<file path="src/rtl/can_intermission_monitor.sv">
// CAN inter-frame space monitor: bus integration, 3-bit intermission tracking,
// overload request and hard-SOF detection between frame decoder and overload maker.
module can_intermission_monitor #(
    parameter int unsigned INTEG_BITS = 11,
    parameter int unsigned MAX_OVRLD  = 2
) (
    input  logic       i_clk,
    input  logic       i_reset,
    input  logic       i_sp,
    input  logic       i_rx,
    input  logic       i_f_eof_n,
    input  logic       i_f_itmss_n,
    output logic       o_f_ovrld_n,
    output logic       o_f_sof_n,
    output logic       o_bus_idle,
    output logic       o_in_itm,
    output logic [1:0] o_ovrld_cnt,
    output logic       o_ovrld_err
);

    typedef enum logic [2:0] {
        StInteg,
        StIdle,
        StFrame,
        StItm,
        StOvl
    } state_e;

    localparam logic [3:0] INTEG_LAST = 4'(INTEG_BITS - 1);
    localparam logic [1:0] MAX_CNT    = 2'(MAX_OVRLD);

    state_e     r_state;
    logic [3:0] r_rec_cnt;
    logic [1:0] r_itm_idx;
    logic       r_ovrld_n;
    logic       r_sof_n;
    logic       r_bus_idle;
    logic       r_in_itm;
    logic [1:0] r_ovrld_cnt;
    logic       r_ovrld_err;

    always_ff @(posedge i_clk or posedge i_reset) begin
        if (i_reset) begin
            r_state     <= StInteg;
            r_rec_cnt   <= 4'd0;
            r_itm_idx   <= 2'd0;
            r_ovrld_n   <= 1'b1;
            r_sof_n     <= 1'b1;
            r_bus_idle  <= 1'b0;
            r_in_itm    <= 1'b0;
            r_ovrld_cnt <= 2'd0;
            r_ovrld_err <= 1'b0;
        end else if (i_sp) begin
            // Request pulses last exactly one bit time.
            r_ovrld_n <= 1'b1;
            r_sof_n   <= 1'b1;
            case (r_state)
                StInteg: begin
                    if (!i_rx) begin
                        r_rec_cnt <= 4'd0;
                    end else if (r_rec_cnt == INTEG_LAST) begin
                        r_rec_cnt  <= 4'd0;
                        r_bus_idle <= 1'b1;
                        r_state    <= StIdle;
                    end else begin
                        r_rec_cnt <= r_rec_cnt + 4'd1;
                    end
                end
                StIdle: begin
                    if (!i_rx) begin
                        r_sof_n     <= 1'b0;
                        r_bus_idle  <= 1'b0;
                        r_ovrld_cnt <= 2'd0;
                        r_state     <= StFrame;
                    end
                end
                StFrame: begin
                    if (!i_f_eof_n || !i_f_itmss_n) begin
                        r_itm_idx <= 2'd1;
                        r_in_itm  <= 1'b1;
                        r_state   <= StItm;
                    end
                end
                StItm: begin
                    if (r_itm_idx == 2'd3) begin
                        r_in_itm <= 1'b0;
                        if (!i_rx) begin
                            r_sof_n     <= 1'b0;
                            r_ovrld_cnt <= 2'd0;
                            r_state     <= StFrame;
                        end else begin
                            r_bus_idle <= 1'b1;
                            r_state    <= StIdle;
                        end
                    end else if (!i_rx) begin
                        r_in_itm <= 1'b0;
                        if (r_ovrld_cnt < MAX_CNT) begin
                            r_ovrld_n <= 1'b0;
                            if (r_ovrld_cnt != 2'd3) begin
                                r_ovrld_cnt <= r_ovrld_cnt + 2'd1;
                            end
                            r_state <= StOvl;
                        end else begin
                            // Too many back-to-back overloads: re-integrate.
                            r_ovrld_err <= 1'b1;
                            r_rec_cnt   <= 4'd0;
                            r_state     <= StInteg;
                        end
                    end else begin
                        r_itm_idx <= r_itm_idx + 2'd1;
                    end
                end
                StOvl: begin
                    if (!i_f_itmss_n) begin
                        r_itm_idx <= 2'd1;
                        r_in_itm  <= 1'b1;
                        r_state   <= StItm;
                    end
                end
                default: begin
                    r_state <= StInteg;
                end
            endcase
        end
    end

    assign o_f_ovrld_n = r_ovrld_n;
    assign o_f_sof_n   = r_sof_n;
    assign o_bus_idle  = r_bus_idle;
    assign o_in_itm    = r_in_itm;
    assign o_ovrld_cnt = r_ovrld_cnt;
    assign o_ovrld_err = r_ovrld_err;

endmodule

</file>
<file path="config.mk">
export PLATFORM = sky130hd
export DESIGN_NAME = can_intermission_monitor
export DESIGN_NICKNAME = d
export VERILOG_FILES = /design/src/rtl/can_intermission_monitor.sv
export SDC_FILE = /design/constraint.sdc
export NUM_CORES = 1
export LEC_CHECK = 0
export BUFFER_PORTS_ARGS = -buffer_cell sky130_fd_sc_hd__buf_2
export CAP_MARGIN = 20
export CORE_ASPECT_RATIO = 0.75
export CORE_MARGIN = 5
export CORE_UTILIZATION = 55
export CTS_BUF_LIST = sky130_fd_sc_hd__clkbuf_8
export DETAILED_ROUTE_END_ITERATION = 8
export HOLD_SLACK_MARGIN = 0.05
export PLACE_DENSITY = 0.77
export SKIP_LAST_GASP = 1
export SLEW_MARGIN = 0
export SYNTH_ARGS = -nofsm -noshare
export SYNTH_HDL_FRONTEND = slang
export SYNTH_SLANG_ARGS = --single-unit
</file>
<file path="constraint.sdc">
create_clock -name i_clk -period 2.3 [get_ports i_clk]
set_clock_uncertainty 0.05 [all_clocks]
set_input_delay 0.23 -clock i_clk [delete_from_list [all_inputs] [get_ports i_clk]]
set_output_delay 0.23 -clock i_clk [all_outputs]
set_load 0.01 [all_outputs]
</file>
==> qor_table.md <==
| Quantity | Value |
|:---|:---|
| Final period demand of the worst path | 1795 ps |
| Leak pwr | 0.5210 nW |
| Floorplan die width | 61.34 µm |
| Synthesis-stage register bit count | 16 |
| Synth Cell Area | 0.001087 mm² |
| Total GRT Usage | 17.79% |
| Met1 global-route usage | 27.11% |
| Antenna violations before repair | 0 |
| Max-slew headroom | 60.71% |
| Via count of the first global-routing pass | 844 |
| Class of the most critical hold timing path | in -> reg |
| Most used routing layer in global routing | met1 |
| Core region area | 0.001805 mm² |
| Clock slew at the register clock pins of the worst setup and hold paths | 70 ps |
| Worst-case setup margin in the final layout | 505.5 ps |
| Die Span Y | 48.51 µm |
| Post-route setup TNS | 0 ps |
| Cell Pwr Density | 1210 mW/mm² |
| Area of the die | 0.002975 mm² |
| CP endpoint kind | register |
| Worst path bufs/invs | 0 |
| Initial standard-cell utilization of the core | 60.22% |
| Master of the slowest instance on the critical path | sky130_fd_sc_hd__dfrtp_1 |
| CTS Root Buffer Type | sky130_fd_sc_hd__clkbuf_8 |
| Crit share post-route | 78.02% |
| Worst IR Drop VDD | 866.1 µV |
| Fraction of final layout cells with drive strength greater than 1 | 17.97% |
| Number of nets in the final layout | 140 |
| Predominant post-synthesis flop cell | sky130_fd_sc_hd__dfrtp_1 |
| CP max stage delay | 590 ps |
| Number of design rule violations left after detail routing | 0 |
| Syn. warnings | 0 |
| Mapped Cells | 120 |
| Post-CTS setup buffers | 0 |
| RSZ-0062 raised after global routing | no |
| Arrival time of data at the critical path endpoint | 1880 ps |
| Post-Synthesis Net Count | 131 |
| Later-pin clock latency in the skew report | 250 ps |
| TritonCTS Buffers | 3 |
| H-tree lvl count | 1 |
| CP Max Fanout | 20 |
| Number of routed nets with antenna violations | 0 |
| Clock tree from TritonCTS | done |
| Overall via count from detail_route | 952 |
| Global-route track usage on met2 | 23.59% |
| Longest Clk Path Bufs | 2 |
| Required time of the critical path | 2390 ps |
| Gate family responsible for the most delay along the worst path | flip-flops |
| First-pass GRT wire length | 4064 µm |
| Transition time at the pin with the least slew margin | 588.6 ps |
| Number of synthesized flops with an enable pin | 0 |
| Number of endpoints failing setup at the final stage | 0 |
| Detailed-route vias per instance | 6.347 |
| Count of unique library cells instantiated by Yosys | 42 |
| First-pass detailed-route iteration total | 4 |
| DPL Wire Length | 1632 µm |
| # rows | 13 |
| Final-report hold violation count | 0 |
| Kind of start point of the critical path | register |
| Max-cap violations | 0 |
| Number of placed I/O pins | 13 |
| Signed area change from the synthesized netlist to the final layout | 8.745% |
| Number of sinks handled by clock tree synthesis | 16 |
| RePlAce Congestion | 0.7989 |
| Share of flip-flops with an asynchronous set or reset | 100.0% |
| DP Worst Slack | 535.9 ps |
| Port Buf Inserts | 12 |
| Final Slew Violations | 0 |
| Sequential-to-total area share from yosys stat | 37.05% |
| Outcome | complete, no violations |
| Worst-case register-to-register setup slack | 510 ps |
| Met3 layer usage reported by global route | 5.291% |
| Worst path cell trace | or3b_4, a21oi_4, o221ai_2, a22o_1 |
| Pin count of the biggest net entering global routing | 21 |
| Maximum clock frequency | 557.3 MHz |
| ANT cells | 0 |
| Kind of critical path | reg -> reg |
| Detailed-route wire length | 2298 µm |
| Routed len/inst | 15.32 µm |
| Average cell area after synthesis | 9.061 µm² |
| Remaining global-route overflow | 0 |
| Violation count after the first detailed-route iteration | 37 |
## state kept, by name, summed over array words and instances, names as in the netlist
register / flops
o_ovrld_cnt: 2
r_rec_cnt: 4
r_itm_idx: 2
o_f_ovrld_n: 1
o_f_sof_n: 1
o_bus_idle: 1
o_in_itm: 1
o_ovrld_err: 1
r_state: 3
## repair_timing
item,CTS,global route
gates resized for setup,0,0
hold endpoints to repair,14,0
hold buffers,1,0
## cell usage after synthesis, drive strengths merged (2+ instances only)
cell type / n / area share [%]
inv: 8 / 2.8
nor2: 9 / 3.1
dfrtp: 14 / 32
a31oi: 3 / 1.7
nand2b: 2 / 1.2
buf: 7 / 3.7
nand2: 8 / 2.8
or3b: 2 / 1.8
o21ai: 8 / 3.7
nand4: 2 / 1.2
nor3: 5 / 2.3
a211oi: 2 / 1.8
nor4bb: 3 / 2.8
a41oi: 2 / 1.6
dfstp: 2 / 4.8
mux2i: 2 / 1.8
nand3: 8 / 3.7
clkbuf: 2 / 0.69
ha: 5 / 5.8
a21oi: 5 / 3.3
nand3b: 4 / 3.1
o221ai: 3 / 3.0
a22o: 2 / 1.6
## tightest hold or removal path, delay by kind of cell
family	cells	cell delay, ps
buf+inv	1	160
simple gates	2	150
## report_power, final
part	switching [mW]	internal (mW)	leakage (nW)	total, mW
Combinational	0.337	0.281	0.299	0.618
Sequential	0.196	0.400	0.195	0.597
Clock	0.0977	0.118	0.0269	0.216
## final timing paths
check / start / endpoint / cells past startpoint
max in group asynchronous: i_reset / o_ovrld_cnt[0]$_DFFE_PP0P_ / 3
worst max-delay path: r_state[1]$_DFFE_PP0P_ / r_itm_idx[1]$_DFFE_PP0P_ / 4
min in group asynchronous: i_reset / r_rec_cnt[1]$_DFFE_PP0P_ / 3
worst min-delay path: i_sp / o_f_sof_n$_DFFE_PP1P_ / 3
worst max register to register: r_state[1]$_DFFE_PP0P_ / r_itm_idx[1]$_DFFE_PP0P_ / 4
worst min register to register: o_ovrld_err$_DFFE_PP0P_ / o_ovrld_err$_DFFE_PP0P_ / 1
## per-stage QoR
stage	power (mW)	area, µm²	hold WS (ps)	utilization [%]	cells
after floorplan	1.067	1087	92.31	-	120
after global placement	1.189	1127	275.8	62.44	145
after detailed placement	1.208	1127	281.6	62.44	145
after CTS	1.430	1182	239.4	65.49	150
after global routing	1.563	1182	262.3	65.49	150
final	1.431	1182	243.3	65.49	150
## kinds of logic (layout without fill, tap and decap cells)
kind of cell / Yosys count / count (layout) / share of synthesized area [%]
simple gates: 47 / 47 / 24.74
buf+inv: 17 / 25 / 7.134
compound gates: 33 / 33 / 23.48
flops: 16 / 16 / 37.05
fa+ha+maj: 5 / 5 / 5.754
mux: 2 / 2 / 1.841
## cells in the final DEF, fill, tap and decap left out, types with 2 or more instances in the layout
| cell | Yosys | routed |
|---|---|---|
| sky130_fd_sc_hd__ha_1 | 5 | 5 |
| sky130_fd_sc_hd__buf_2 | 5 | 12 |
| sky130_fd_sc_hd__nand2_1 | 8 | 8 |
| sky130_fd_sc_hd__nand3b_1 | 3 | 3 |
| sky130_fd_sc_hd__o221ai_1 | 2 | 2 |
| sky130_fd_sc_hd__inv_1 | 8 | 9 |
| sky130_fd_sc_hd__mux2i_1 | 2 | 2 |
| sky130_fd_sc_hd__o21ai_0 | 8 | 8 |
| sky130_fd_sc_hd__nand4_1 | 2 | 2 |
| sky130_fd_sc_hd__nand2b_1 | 2 | 2 |
| sky130_fd_sc_hd__nand3_1 | 8 | 8 |
| sky130_fd_sc_hd__nor3_1 | 5 | 5 |
| sky130_fd_sc_hd__a22o_1 | 2 | 2 |
| sky130_fd_sc_hd__a31oi_1 | 3 | 3 |
| sky130_fd_sc_hd__dfrtp_1 | 14 | 14 |
| sky130_fd_sc_hd__a41oi_1 | 2 | 2 |
| sky130_fd_sc_hd__nor4bb_1 | 3 | 3 |
| sky130_fd_sc_hd__dfstp_2 | 2 | 2 |
| sky130_fd_sc_hd__clkbuf_8 | 0 | 3 |
| sky130_fd_sc_hd__nor2_1 | 9 | 9 |
| sky130_fd_sc_hd__a21oi_1 | 4 | 4 |
## per-layer routing
layer  part of all wire [%]  wire (µm)  up-vias
li1                       -          -      463
met3                    6.7        154        4
met1                     49       1118      452
met4                    1.3         30        0
met5                      0          0        -
met2                     43        995       33
## area by class of cell
cell class,instances,area (µm²)
Fill cell,151,623.1
Multi-Input combinational cell,87,606.8
Sequential cell,16,402.9
Timing Repair Buffer,13,70.07
Clock buffer,3,41.29
Inverter,8,30.03
Tap cell,22,27.53
Clock inverter,1,3.754
Note: power is estimated with default switching activity, not from simulation.
